<file path="config.mk">
export PLATFORM = sky130hd
export DESIGN_NAME = i2s_tx
export DESIGN_NICKNAME = d
export VERILOG_FILES = /design/src/rtl/i2s_tx.sv
export SDC_FILE = /design/constraint.sdc
export NUM_CORES = 1
export LEC_CHECK = 0
export CORE_AREA = 4 4 120 99
export DETAILED_ROUTE_END_ITERATION = 7
export DIE_AREA = 0 0 124 103
export PLACE_DENSITY = 0.57
export SLEW_MARGIN = 10
export SYNTH_ARGS = -nofsm -noshare
export SYNTH_HDL_FRONTEND = slang
export SYNTH_SLANG_ARGS = --single-unit
</file>
<file path="constraint.sdc">
create_clock -name clk -period 3 [get_ports clk]
set_input_delay 0.45 -clock clk [delete_from_list [all_inputs] [get_ports clk]]
set_output_delay 0.45 -clock clk [all_outputs]
set_load 0.02 [all_outputs]
</file>
<file path="src/rtl/i2s_tx.sv">
// i2s_tx: Philips I2S transmitter with a one-frame input buffer.
// A BCLK divider builds a 64-bit frame per sample. bit_tick marks each BCLK
// falling edge and locks the upstream synthesizer's 64-step sequencer.
// Optional build macro I2S_UNDERRUN_ZERO_EN: when defined, an underrun loads
// silence. Otherwise the previous frame repeats.
module i2s_tx #(
    parameter int BCLK_HALF   = 16,
    parameter int SAMPLE_BITS = 16
) (
    input  logic        clk,
    input  logic        rst_n,
    input  logic        enable,
    input  logic        in_valid,
    input  logic [31:0] in_data,
    input  logic        clr_status,
    output logic        bclk,
    output logic        lrck,
    output logic        sdata,
    output logic        bit_tick,
    output logic        frame_tick,
    output logic        overrun,
    output logic        underrun
);

    localparam int DIV_W = (BCLK_HALF > 2) ? $clog2(BCLK_HALF) : 1;
    localparam logic [DIV_W-1:0] DIV_MAX = DIV_W'(BCLK_HALF - 1);

`ifdef I2S_UNDERRUN_ZERO_EN
    localparam logic UNDERRUN_ZERO = 1'b1;
`else
    localparam logic UNDERRUN_ZERO = 1'b0;
`endif

    logic [DIV_W-1:0] div_cnt;
    logic [5:0]       k;          // index of the next falling edge
    logic [31:0]      shifter;    // frame currently on the wire
    logic [31:0]      pending;
    logic             pending_full;

    logic             wrap;
    logic             fall;
    logic             load;
    logic [5:0]       pos;
    logic [63:0]      frame;
    logic             sdata_next;

    // Falling-edge and load strobes; a load happens on the k=0 falling edge.
    always_comb begin
        wrap = (div_cnt == DIV_MAX);
        fall = enable & wrap & bclk;
        load = fall & (k == 6'd0);
    end

    // Serial frame {left, pad, right, pad} MSB first; the bit at edge k is
    // position k-1, which gives the one-BCLK I2S delay after lrck changes.
    always_comb begin
        frame = {shifter[SAMPLE_BITS-1:0], {(32-SAMPLE_BITS){1'b0}},
                 shifter[16+SAMPLE_BITS-1:16], {(32-SAMPLE_BITS){1'b0}}};
        pos        = k - 6'd1;
        sdata_next = frame[~pos];
    end

    // BCLK divider, bit index and registered serial outputs.
    always_ff @(posedge clk or negedge rst_n) begin
        if (!rst_n) begin
            div_cnt    <= '0;
            bclk       <= 1'b0;
            k          <= 6'd0;
            lrck       <= 1'b0;
            sdata      <= 1'b0;
            bit_tick   <= 1'b0;
            frame_tick <= 1'b0;
        end else if (!enable) begin
            div_cnt    <= '0;
            bclk       <= 1'b0;
            k          <= 6'd0;
            lrck       <= 1'b0;
            sdata      <= 1'b0;
            bit_tick   <= 1'b0;
            frame_tick <= 1'b0;
        end else begin
            bit_tick   <= fall;
            frame_tick <= load;
            if (wrap) begin
                div_cnt <= '0;
                bclk    <= ~bclk;
            end else begin
                div_cnt <= div_cnt + DIV_W'(1);
            end
            if (fall) begin
                k     <= k + 6'd1;
                lrck  <= k[5];
                sdata <= sdata_next;
            end
        end
    end

    // Input buffer, frame load and sticky status flags (set beats clear).
    always_ff @(posedge clk or negedge rst_n) begin
        if (!rst_n) begin
            shifter      <= '0;
            pending      <= '0;
            pending_full <= 1'b0;
            overrun      <= 1'b0;
            underrun     <= 1'b0;
        end else begin
            if (load) begin
                if (pending_full) begin
                    shifter <= pending;
                end else if (UNDERRUN_ZERO) begin
                    shifter <= '0;
                end
            end
            if (in_valid) begin
                pending <= in_data;
            end
            if (in_valid) begin
                pending_full <= 1'b1;
            end else if (load) begin
                pending_full <= 1'b0;
            end
            overrun  <= (in_valid & pending_full & ~load) | (overrun & ~clr_status);
            underrun <= (load & ~pending_full) | (underrun & ~clr_status);
        end
    end

endmodule

</file>
==> out/results.ini, run 1 <==
[grt]
grt_pass1_vias = 2305
overflow = 0
grt_use_total_pct = 11.5
antenna_found_initial = 0
grt_first_pass_wirelength_mm = 11.5
grt_max_degree = 83

[final_layout]
final_util_pct = 43.1
syn_to_final_growth_pct = 24.5
nFillCells = 976
n_antenna_cell = 0
nNetsFinal = 333
mostFrequentLayoutCells = dfrtp_1 (82), clkdlybuf4s50_1 (42), mux2_2 (34)
drive_gt1_share_pct = 31.9
final_common_cell = dfrtp_1

[floorplanning]
die_area_mm2 = 0.0128
die_w_um = 124
rows = 34
core_mm2 = 0.0107
ios = 44
die_h_um = 103
initial_core_util_pct = 34.6

[yosys]
synth_seq_area_share_pct = 55.5
synth-xor-area-share_pct = 2.61
yosysUniqueCellTypes = 38
syn_area_per_cell_um2 = 14.8
synth-compound-area-share_pct = 3.21
synthCells = 250
synth_top_area_cell = dfrtp_1
synth_top_family_by_area = multiplexers
synth_mux_area_share_pct = 28.0
synth_fa_ha_area_share_pct = 1.02
synth-simple-area-share_pct = 6.60
ys.warnings.count = 0
synthDominantCellAreaShare_pct = 55.5
synth.cell_area_mm2 = 0.00370
yosys_register_bits = 82
syn_nets = 290
synth_area_leaders = dfrtp_1 (55%), mux2_4 (12%), mux2_2 (10%), mux4_2 (4.9%), and2_1 (1.5%)

[sta]
rsz0062_at_grt = false
slew_violations = 0
setup-tns-final_ns = 0
period_minus_slack_ns = 2.28
fin_crit_sh_pct = 76.0
slew_headroom_pct = 31.8
worst_pin_slew_ns = 1.02
finalSetupViolCount = 0
fin_skew_ns = 0.00789
whs_ns = 0.299
max_freq_ghz = 0.438
finalHoldViolCount = 0

[worst_setup_path]
worstPathCellList = ha_1, and4_1, and2_1, nand2_1, clkinv_2, nand2_4, buf_12, mux2_4
cp_data_required_time_ns = 3.21
max_stage_delay_ns = 0.40
cp-end-kind = flip-flop
cp_max_fo = 17
path_buf_inv = 2
critical-path-slowest-cell = dfrtp_1
crit_path_start_kind = flip-flop
cp_top_family = simple AND/OR/NAND/NOR gates
crit_arrival_ns = 2.49
crit_type = reg -> reg

[cts]
postCtsHoldBufs = 0
clock-sinks = 82
cts_tree = yes
path_clk_slew_ns = 0.06
cts_buffers = 9
clk_latency_ns = 0.33
h-tree-depth = 3
ctsResizeCount = 0
clock_path_buffers = 2
clock-root-buffer = clkbuf_16
post_cts_buffers = 0

[hold_path]
hp-class = in -> async

[placement]
io_buffers = 43
dpl.hpwl_mm = 4.50
place_congestion = 0.742

[route]
drtAntennaViolNets = 0
vias = 2107
drt_iter0_markers = 72
wire_per_inst_um = 14.9
routed_via_density = 4.77
first_pass_iters = 4
wirelength_mm = 6.57
drc_errors = 0

[run_status]
outcome = finished, final reports clean

[power_and_ir_drop]
vdd_ir_drop_max_v = 0.000219
powerDensity_mw_per_mm2 = 558
p_leak_uw = 0.00212

[job]
drv_cap = 0

==> state kept, by name, summed over array words and instances, names as in the netlist <==
signal	cells
frame_tick	1
bclk	1
k	6
lrck	1
pending	32
overrun	1
sdata	1
pending_full	1
shifter	32
div_cnt	4
underrun	1
bit_tick	1
==> cell usage after synthesis, drive strengths merged <==
cell,n
a2111oi,1
a21boi,3
a21o,2
a21oi,1
a311oi,1
a31oi,3
and2,9
and3,1
and3b,2
and4,1
buf,9
clkbuf,6
clkinv,1
dfrtp,82
ha,3
inv,5
mux2,64
mux2i,2
mux4,8
nand2,10
nand3,5
nand4,2
nor2,3
nor2b,1
nor3,2
nor3b,3
o21ai,4
o22ai,2
o31ai,1
or3,2
xnor2,5
xor2,6
==> worst paths after layout <==
check	start	end	slack (ns)	depth (start not counted)
setup / recovery	div_cnt[0]	shifter[18]	0.72	8
setup reg to reg	div_cnt[0]	shifter[18]	0.72	8
hold reg to reg	pending[8]	shifter[8]	0.50	1
max in group asynchronous	rst_n	pending[18]	2.05	1
hold / removal	rst_n	div_cnt[3]	0.30	1
min in group clk	pending[8]	shifter[8]	0.50	1
==> metrics by stage <==
step | power (µW) | cells | area, µm² | setup slack, ns
2_1_floorplan | 1260 | 250 | 3700 | 0.771
6_report | 2570 | 442 | 4600 | 0.719
3_3_place_gp | 1350 | 426 | 4260 | 0.733
4_1_cts | 2610 | 442 | 4600 | 0.697
5_1_grt | 2670 | 442 | 4600 | 0.572
3_5_place_dp | 1350 | 426 | 4260 | 0.694
==> cell families after synthesis <==
group	count (synthesis)
AO/OA/AOI/OAI	18
XOR/XNOR	11
flip-flops	82
AND/OR/NAND/NOR	41
buffers and inverters	21
adder cells (fa/ha/maj)	3
multiplexers	74
==> report_power, final <==
group | internal [µW] | switching (µW)
Clock | 838 | 409
Combinational | 87.4 | 51.4
Sequential | 1150 | 29.2
==> layout make-up <==
type / count / area [µm²] / area share [%]
clock inverters: 4 / 98.8 / 2.15
multi-input cells: 147 / 1530 / 33.3
flip-flops and latches: 82 / 2050 / 44.6
well taps: 144 / 180 / 3.92
inverters: 6 / 23.8 / 0.517
repair buffers: 47 / 470 / 10.2
clock buffers: 12 / 246 / 5.36
==> per-layer routing <==
metal	share of wire (%)	GRT usage, %	up-vias
li1	-	-	982
met3	5.4	3.62	8
met1	48	15.6	1073
met5	0	0	-
met2	45	17.6	44
met4	1.1	4.04	0
(Power assumes the default switching activity.)
==> inputs of run 2 (changes only) <==
- PLACE_DENSITY: 0.57 -> 0.59
- clock period: 3 -> 2 ns (I/O delays scaled with it)
==> out/results.ini, run 2 (same netlist as run 1, synthesis figures left out) <==
[sta]
slew_headroom_pct = 62.9  ; +31 points
layout_setup_ws_ns = 0.140  ; -0.578 ns
whs_ns = 0.498  ; +0.198 ns
rsz0062_at_grt = false
finalSetupViolCount = 0  ; unchanged
slew_violations = 0  ; unchanged
max_freq_ghz = 0.538  ; +23%
setup-tns-final_ns = 0  ; unchanged
fin_crit_sh_pct = 93.0  ; +17 points
period_minus_slack_ns = 1.86  ; -0.422 ns
finalHoldViolCount = 0  ; unchanged
worst_pin_slew_ns = 0.557  ; -0.466 ns
fin_skew_ns = 0.00380  ; -0.00409 ns

[floorplanning]
initial_core_util_pct = 34.6  ; unchanged
ios = 44  ; unchanged
rows = 34  ; unchanged
core_mm2 = 0.0107  ; unchanged
die_h_um = 103  ; unchanged
die_area_mm2 = 0.0128  ; unchanged
die_w_um = 124  ; unchanged

[power_and_ir_drop]
powerDensity_mw_per_mm2 = 728  ; +31%
p_clk_share_pct = 42.1  ; -6.4 points
p_leak_uw = 0.00220  ; +3.6%
seqPwrFrac_pct = 51.4  ; +5.3 points
p_int_uw = 2730  ; +31%
totalPowerFinal_uw = 3450  ; +34%
p_switching_uw = 722  ; +48%
vdd_ir_drop_max_v = 0.000450  ; +110%
swShare_pct = 20.9  ; +1.9 points
p_comb_share_pct = 6.5  ; +1.1 points

[final_layout]
n_antenna_cell = 0  ; unchanged
fin_area_mm2 = 0.00474  ; +3.0%
largest_registers = pending (32), shifter (32), k (6)
mostFrequentLayoutCells = dfrtp_1 (82), clkdlybuf4s50_1 (42), mux2_2 (34)
syn_to_final_growth_pct = 28.2
nNetsFinal = 350  ; +5.1%
final_common_cell = dfrtp_1
drive_gt1_share_pct = 36.1  ; +4.2 points

[cts]
h-tree-depth = 3  ; unchanged
clock-root-buffer = clkbuf_16
post_cts_buffers = 0  ; unchanged
path_clk_slew_ns = 0.06  ; about the same
clk_latency_ns = 0.32  ; about the same
cts_tree = yes
cts_buffers = 9  ; unchanged
clock-sinks = 82  ; unchanged
clock_path_buffers = 2  ; unchanged

[run_status]
outcome = finished, final reports clean

[job]
drv_cap = 0  ; unchanged

[worst_setup_path]
cp_max_fo = 5  ; -12
cp_data_required_time_ns = 2.21  ; -1.00 ns
critical-path-slowest-cell = dfrtp_1
path_buf_inv = 2  ; unchanged
rrSetupSlack_ns = 0.14  ; -0.58 ns
worstPathCellList = inv_1, ha_2, buf_4, mux4_2, mux2i_1, a2111oi_2, a21o_1
r2r-start = k[0]
crit_arrival_ns = 2.07  ; -0.42 ns
cp_top_family = multiplexers
rr_endpoint = sdata
cp-end-kind = flip-flop
reg2reg_depth = 7  ; -1
crit_type = reg -> reg
max_stage_delay_ns = 0.38  ; -0.02 ns
crit_path_start_kind = flip-flop

[placement]
dpl-instance-area_mm2 = 0.00442  ; +3.8%
dpl.hpwl_mm = 4.83  ; +7.4%
io_buffers = 43  ; unchanged
place_congestion = 0.763  ; +2.9%
pre_cts_ws_ns = 0.0761  ; -0.618 ns

[grt]
grt_pass1_vias = 2284  ; -0.91%
grt_first_pass_wirelength_mm = 11.6  ; +1.5%
antenna_found_initial = 0  ; unchanged
overflow = 0  ; unchanged
grt_max_degree = 42  ; -49%
grt_use_total_pct = 11.8  ; +0.28 points

[route]
vias = 2104  ; -0.14%
drt_iter0_markers = 81  ; +13%
wirelength_mm = 6.81  ; +3.7%
wire_per_inst_um = 14.9  ; +0.30%
drtAntennaViolNets = 0  ; unchanged
first_pass_iters = 5  ; +1
routed_via_density = 4.60  ; -3.4%
drc_errors = 0  ; unchanged

[hold_path]
hp-start = pending[30]
hp-class = reg -> reg
min_to = shifter[30]
holdPathStages = 1

run 2: area by class of cell:
| type | count | area [µm²] |
|---|---|---|
| clock buffer | 11 | 243 |
| clock inverter | 3 | 17.5 |
| fill | 952 | 5940 |
| inverter | 6 | 25.0 |
| multi-input combinational | 147 | 1550 |
| sequential | 82 | 2050 |
| tap | 144 | 180 |
| timing repair buffer | 64 | 668 |
run 2: worst max path at each step:
stage / from / endpoint / cells past startpoint
CTS: k[0] / sdata / 7
floorplan: k[0] / shifter[10] / 10
global route: k[0] / sdata / 7
finish: k[0] / sdata / 7
global placement: k[0] / sdata / 7
detailed placement: k[0] / sdata / 7
run 2: metal layers:
metal	GRT usage [%]	routed length (µm)
met5	0	0
met1	16.8	3350
met3	3.68	313
met2	17.4	3080
met4	3.28	67
run 2: repair_timing:
action                                 CTS  global route
resized for setup                        0             6
setup endpoints to repair                0             2
hold buffers                             1             0
endpoints found under the hold margin   38             0
run 2: power by group through the flow:
stage	Clock [µW]	Combinational, µW	Sequential, µW
finish	1450	226	1770
global route	1570	250	1780
CTS	1500	232	1780
detailed placement	0	230	1810
global placement	0	226	1800
floorplan	0	92.9	1790
run 2: metrics by stage:
step	std cells	util, %
floorplan	250	-
CTS	456	43.9
finish	457	44.4
global placement	441	41.4
global route	457	44.4
detailed placement	441	41.4
==> inputs of run 3 (changes only) <==
- TNS_END_PERCENT: unset -> 1
==> results of run 3 <==
No change in the layout: final DEF, timing and power equal those of run 2.
